File: src/rtl/add_pulse_gen_if.sv
// Burst request / add-pulse bundle between a control sequencer (master)
// and the add pulse generator (slave).
interface add_pulse_gen_if #(
   parameter int Bits    = 8,
   parameter int GapBits = 4
);
   logic               req_valid;
   logic               req_ready;
   logic [Bits-1:0]    req_count;
   logic [GapBits-1:0] req_gap;
   logic               abort;
   logic               add;
   logic               busy;
   logic [Bits-1:0]    remaining;
   logic               done;

   modport master (
      output req_valid,
      output req_count,
      output req_gap,
      output abort,
      input  req_ready,
      input  add,
      input  busy,
      input  remaining,
      input  done
   );

   modport slave (
      input  req_valid,
      input  req_count,
      input  req_gap,
      input  abort,
      output req_ready,
      output add,
      output busy,
      output remaining,
      output done
   );
endinterface

File: src/rtl/add_pulse_gen.sv
// Emits a burst of one-cycle add pulses separated by a programmable idle gap,
// followed by a one-cycle done strobe unless the burst was aborted.
module add_pulse_gen #(
   parameter int Bits    = 8,
   parameter int GapBits = 4
) (
   input  logic          clk,
   input  logic          reset,
   add_pulse_gen_if.slave bus
);

   typedef enum logic [1:0] {
      IDLE  = 2'd0,
      PULSE = 2'd1,
      GAP   = 2'd2
   } state_t;

   state_t             state;
   logic [Bits-1:0]    remaining;
   logic [GapBits-1:0] gap_len;
   logic [GapBits-1:0] gap_cnt;
   logic               done;
   logic               accept;

   assign bus.req_ready = (state == IDLE) && !reset;
   assign accept        = bus.req_valid && bus.req_ready;

   assign bus.add       = (state == PULSE);
   assign bus.busy      = (state != IDLE);
   assign bus.remaining = remaining;
   assign bus.done      = done;

   // remaining counts the pulse currently on add, so the last pulse is seen
   // as remaining==1 and the burst ends without a trailing gap.
   always_ff @(posedge clk or posedge reset) begin
      if (reset) begin
         state     <= IDLE;
         remaining <= '0;
         gap_len   <= '0;
         gap_cnt   <= '0;
         done      <= 1'b0;
      end else begin
         done <= 1'b0;
         case (state)
            IDLE: begin
               if (accept) begin
                  gap_len <= bus.req_gap;
                  if (bus.req_count == '0) begin
                     done <= 1'b1;
                  end else begin
                     state     <= PULSE;
                     remaining <= bus.req_count;
                  end
               end
            end

            PULSE: begin
               if (bus.abort) begin
                  state     <= IDLE;
                  remaining <= '0;
                  gap_cnt   <= '0;
               end else if (remaining == Bits'(1)) begin
                  state     <= IDLE;
                  remaining <= '0;
                  done      <= 1'b1;
               end else begin
                  remaining <= remaining - Bits'(1);
                  if (gap_len != '0) begin
                     state   <= GAP;
                     gap_cnt <= gap_len;
                  end
               end
            end

            GAP: begin
               if (bus.abort) begin
                  state     <= IDLE;
                  remaining <= '0;
                  gap_cnt   <= '0;
               end else begin
                  gap_cnt <= gap_cnt - GapBits'(1);
                  if (gap_cnt == GapBits'(1)) begin
                     state <= PULSE;
                  end
               end
            end

            default: begin
               state     <= IDLE;
               remaining <= '0;
               gap_cnt   <= '0;
            end
         endcase
      end
   end

endmodule

File: src/flat_wrapper.sv
// flat-port wrapper written by rule: the top's interface ports become plain ports
module add_pulse_gen_flat 
#(
   parameter int Bits    = 8,
   parameter int GapBits = 4
)
  (clk, reset, bus_req_valid, bus_req_count, bus_req_gap, bus_abort, bus_req_ready, bus_add, bus_busy, bus_remaining, bus_done);
  add_pulse_gen_if #(.Bits(Bits), .GapBits(GapBits)) bus_i ();
  input  logic clk;
  input  logic reset;
  input wire logic [$bits(bus_i.req_valid)-1:0] bus_req_valid;
  input wire logic [$bits(bus_i.req_count)-1:0] bus_req_count;
  input wire logic [$bits(bus_i.req_gap)-1:0] bus_req_gap;
  input wire logic [$bits(bus_i.abort)-1:0] bus_abort;
  output wire logic [$bits(bus_i.req_ready)-1:0] bus_req_ready;
  output wire logic [$bits(bus_i.add)-1:0] bus_add;
  output wire logic [$bits(bus_i.busy)-1:0] bus_busy;
  output wire logic [$bits(bus_i.remaining)-1:0] bus_remaining;
  output wire logic [$bits(bus_i.done)-1:0] bus_done;
  assign bus_i.req_valid = bus_req_valid;
  assign bus_i.req_count = bus_req_count;
  assign bus_i.req_gap = bus_req_gap;
  assign bus_i.abort = bus_abort;
  assign bus_req_ready = bus_i.req_ready;
  assign bus_add = bus_i.add;
  assign bus_busy = bus_i.busy;
  assign bus_remaining = bus_i.remaining;
  assign bus_done = bus_i.done;
  add_pulse_gen #(.Bits(Bits), .GapBits(GapBits)) u_core (.clk(clk), .reset(reset), .bus(bus_i));
endmodule
File: config.mk
export PLATFORM = sky130hd
export DESIGN_NAME = add_pulse_gen_flat
export DESIGN_NICKNAME = d
export VERILOG_FILES = /design/src/rtl/add_pulse_gen_if.sv /design/src/rtl/add_pulse_gen.sv /design/src/flat_wrapper.sv
export SDC_FILE = /design/constraint.sdc
export NUM_CORES = 1
export LEC_CHECK = 0
export CORE_MARGIN = 10
export CORE_UTILIZATION = 45
export CTS_CLUSTER_DIAMETER = 50
export DETAILED_ROUTE_END_ITERATION = 6
export PLACE_DENSITY = 0.74
export SLEW_MARGIN = 5
export SYNTH_ARGS = -nofsm -noshare
export SYNTH_HDL_FRONTEND = slang
export SYNTH_SLANG_ARGS = --single-unit
File: constraint.sdc
create_clock -name clk -period 4.9 [get_ports clk]
set_input_delay 0.49 -clock clk [delete_from_list [all_inputs] [get_ports clk]]
set_output_delay 0.49 -clock clk [all_outputs]
set_load 0.02 [all_outputs]
==> results.md <==
- Die Span Y: 74.8 um
- First-pass GRT wire length: 6.18 mm
- FP Rows: 19
- Fillers: 252
- Worst setup EP type: output port
- Fin util: 59.3%
- Worst-path clk slew: ~100 ps
- Crit Path Max Fanout: 13
- Sequential cell area fraction in the yosys report: between 30% and 40%
- Period utilisation layout: 57.6%
- Vias in the first global route: 1294
- Worst VDD drop: 0.000272 V
- Post-route cell area: 1660 um2
- Vias: around 1300
- TritonCTS clock tree: done
- RD Place Congestion: 0.865
- Clk buf depth: 2
- Main flop type after synthesis: dfrtp_1
- Largest area contributor in the netlist: dfrtp_1
- Skew-Pair Late Insertion Delay: 310 ps
- Final total power: between 0.9 and 1 mW
- Root Driver: clkbuf_4
- Worst path bufs/invs: 3
- Detail Placement HPWL: 2.87 mm
- Sequential cell fraction of total power: between 20% and 30%
- # setup viols final: 0
- Worst path cell trace: inv_1 > ha_1 > inv_1 > nor2_1 > clkdlybuf4s50_1
- Crit-path max cell delay: 620 ps
- WP data arrival: between 2000 and 2500 ps
- Commonest cells post-synth: dfrtp_1, inv_1, nand3_1, ha_1, nand2_1
- Syn nets: ~160
- Cell Area, Placed: 1640 um2
- Met3 WL: ~250 um
- Cell family with most CP delay: buffers and inverters
- Final cell count without fillers: 197
- Post-route ant nets: 0
- Post-route DRC: 0
- Count leader, synth: dfrtp_1
- Max Clock Freq: 354 MHz
- Largest net degree at the start of global routing: 20
- Die ar.: 5600 um2
- Min cycle time layout: 2820 ps
- Sinks on Clock Net: 19
- Slew Viols, Final: 0
- Worst Tran Pin Value: about 750 ps
- Initial core utilization: 48.2%
- Clock power frac: 8.2%
- Switching Power: approximately 0.48 mW
- Metal2 WL: 1.74 mm
- Place WS: between 2000 and 2500 ps
- Pre-antenna DRT Iters: 4
- Synth Cell Area: around 1400 um2
- Pwr per Cell Area: about 600 nW/um2
- Combinational share of power: 62.0%
- I/O Buffers: 27
- Mapped Cells: 140
- Via density: 6.44
- Setup Crit Path Kind: reg2out
- Core area: 2810 um2
- Max transition margin: 49.7%
- Outcome: finished clean
- Clock Skew: roughly 10 ps
- Hold crit path type: reg2reg
- Cts hold-fix bufs: 0
- Initial antenna violation count: 0
- Top Layer Used: met4
- Placed insts: a little under 200
- Ant diodes: 0
- Crit path required time: ~4400 ps
- Setup crit start kind: register
- Post-synth top area share: about a third
- FFs w/ async S/R, synth: 100%
- Grt ovf: 0
- Max-cap viol count: 0
- Mean post-synth cell area: 9.66 um2
- Syn. warnings: 0
- Switching share of power: 48.1%
- Final Hold Vio Count: 0
- Yosys cell types: 45
- Int Pwr: roughly 0.52 mW
- CP max-delay cell: clkdlybuf4s50_1
- Layout cells sized above 1: 10.2%
- Die X: 74.8 um
- Wl on met1: around 1.5 mm
- Hold_ws: 553 ps
- IO Count: 28
- Routed WL: 3.63 mm
- GRT Total Usage: 14.0%
- Routed len/inst: between 15 and 20 um
- Post-synth EDFFs: 0
- Register bit total from synthesis: 19
- Leak pwr: 0.680 nW
- Most used cell along the critical path: inv_1
- P&R area growth vs syn: 22.9%
- Main area contributors after synthesis: dfrtp_1, ha_1, nand3_1, mux2_2, o2bb2ai_1
- Initial drt markers: 101
- Final setup margin: 2080 ps
- Setup bufs post-CTS: 0
- TritonCTS buffer count: 3
- RSZ-0062 raised after global routing: no
- H-tree depth: 1
- Nets: 191
- Setup TNS: 0 ps
- Post-CTS Resized: 0
-- metal layers --
metal	vias up	global-route usage, %
li1	584	-
met4	0	7.35
met2	49	23.0
met3	12	3.15
met1	623	16.6
met5	-	0
-- cell type report --
type	count	area, um2	area share [%]
clock inverter	1	5.00	0.301
clock buffer	3	22.5	1.35
tap	31	38.8	2.33
multi-input combinational	105	810	48.7
inverter	11	41.3	2.48
sequential	19	475	28.6
timing repair buffer	27	270	16.3
-- cell families after synthesis --
group                      after synthesis  share of synthesized area, %
xor gates and xnor gates                 1                         0.648
DFF                                     19                          35.2
adders and majority gates                8                          7.40
buffers and inverters                   16                          5.00
muxes                                    7                          5.64
AOI/OAI and AO/OA                       46                          27.4
and+or+nand+nor                         43                          18.8
-- path summary, 6_finish.rpt --
check | startpoint | endpoint | slack, ps | cells after the start
setup reg to reg | u_core.state[0]$_DFFE_PP0P_ | u_core.bus.remaining[4]$_DFFE_PP0P_ | 2330 | 6
hold / removal | u_core.gap_cnt[3]$_DFFE_PP0P_ | u_core.gap_cnt[3]$_DFFE_PP0P_ | 550 | 1
setup / recovery | u_core.state[0]$_DFFE_PP0P_ | bus_req_ready | 2080 | 5
min in group asynchronous | reset | u_core.gap_len[1]$_DFFE_PP0P_ | 630 | 2
max in group asynchronous | reset | u_core.state[0]$_DFFE_PP0P_ | 3800 | 2
hold reg to reg | u_core.gap_cnt[3]$_DFFE_PP0P_ | u_core.gap_cnt[3]$_DFFE_PP0P_ | 550 | 1
-- placed cells by master (no fill, tap or decap), types with 2 or more instances in the layout --
cell type / Yosys / layout
a21oi_1: 7 / 7
a211oi_1: 2 / 2
mux2i_1: 2 / 2
clkbuf_4: 0 / 3
nor2_1: 4 / 4
nor2b_1: 2 / 2
o211ai_1: 2 / 2
a221o_1: 3 / 3
nand3b_1: 2 / 2
dfrtp_1: 19 / 19
nor4_2: 3 / 3
nand2b_1: 4 / 4
nand3_1: 10 / 10
a21o_1: 3 / 3
nand2_1: 8 / 8
o21a_1: 2 / 2
clkdlybuf4s50_1: 0 / 27
mux2_2: 4 / 4
o2bb2ai_1: 5 / 5
a22oi_1: 3 / 3
o21ai_0: 7 / 7
nor3_1: 3 / 3
ha_1: 8 / 8
nor4_1: 2 / 2
inv_1: 11 / 11
-- power by group through the flow --
stage | registers (mW) | clock network, mW | logic (mW)
final | 0.297 | 0.0818 | 0.618
after global routing | 0.307 | 0.0912 | 0.674
after CTS | 0.295 | 0.0835 | 0.615
after detailed placement | 0.300 | 0 | 0.613
after global placement | 0.293 | 0 | 0.602
after floorplan | 0.307 | 0 | 0.409
-- registers in the layout (all words and copies together) (netlist names) --
signal	cells
u_core.bus.done	1
u_core.gap_len	4
u_core.gap_cnt	4
u_core.bus.remaining	8
u_core.state	2
Power figures use the tool's default switching activity.
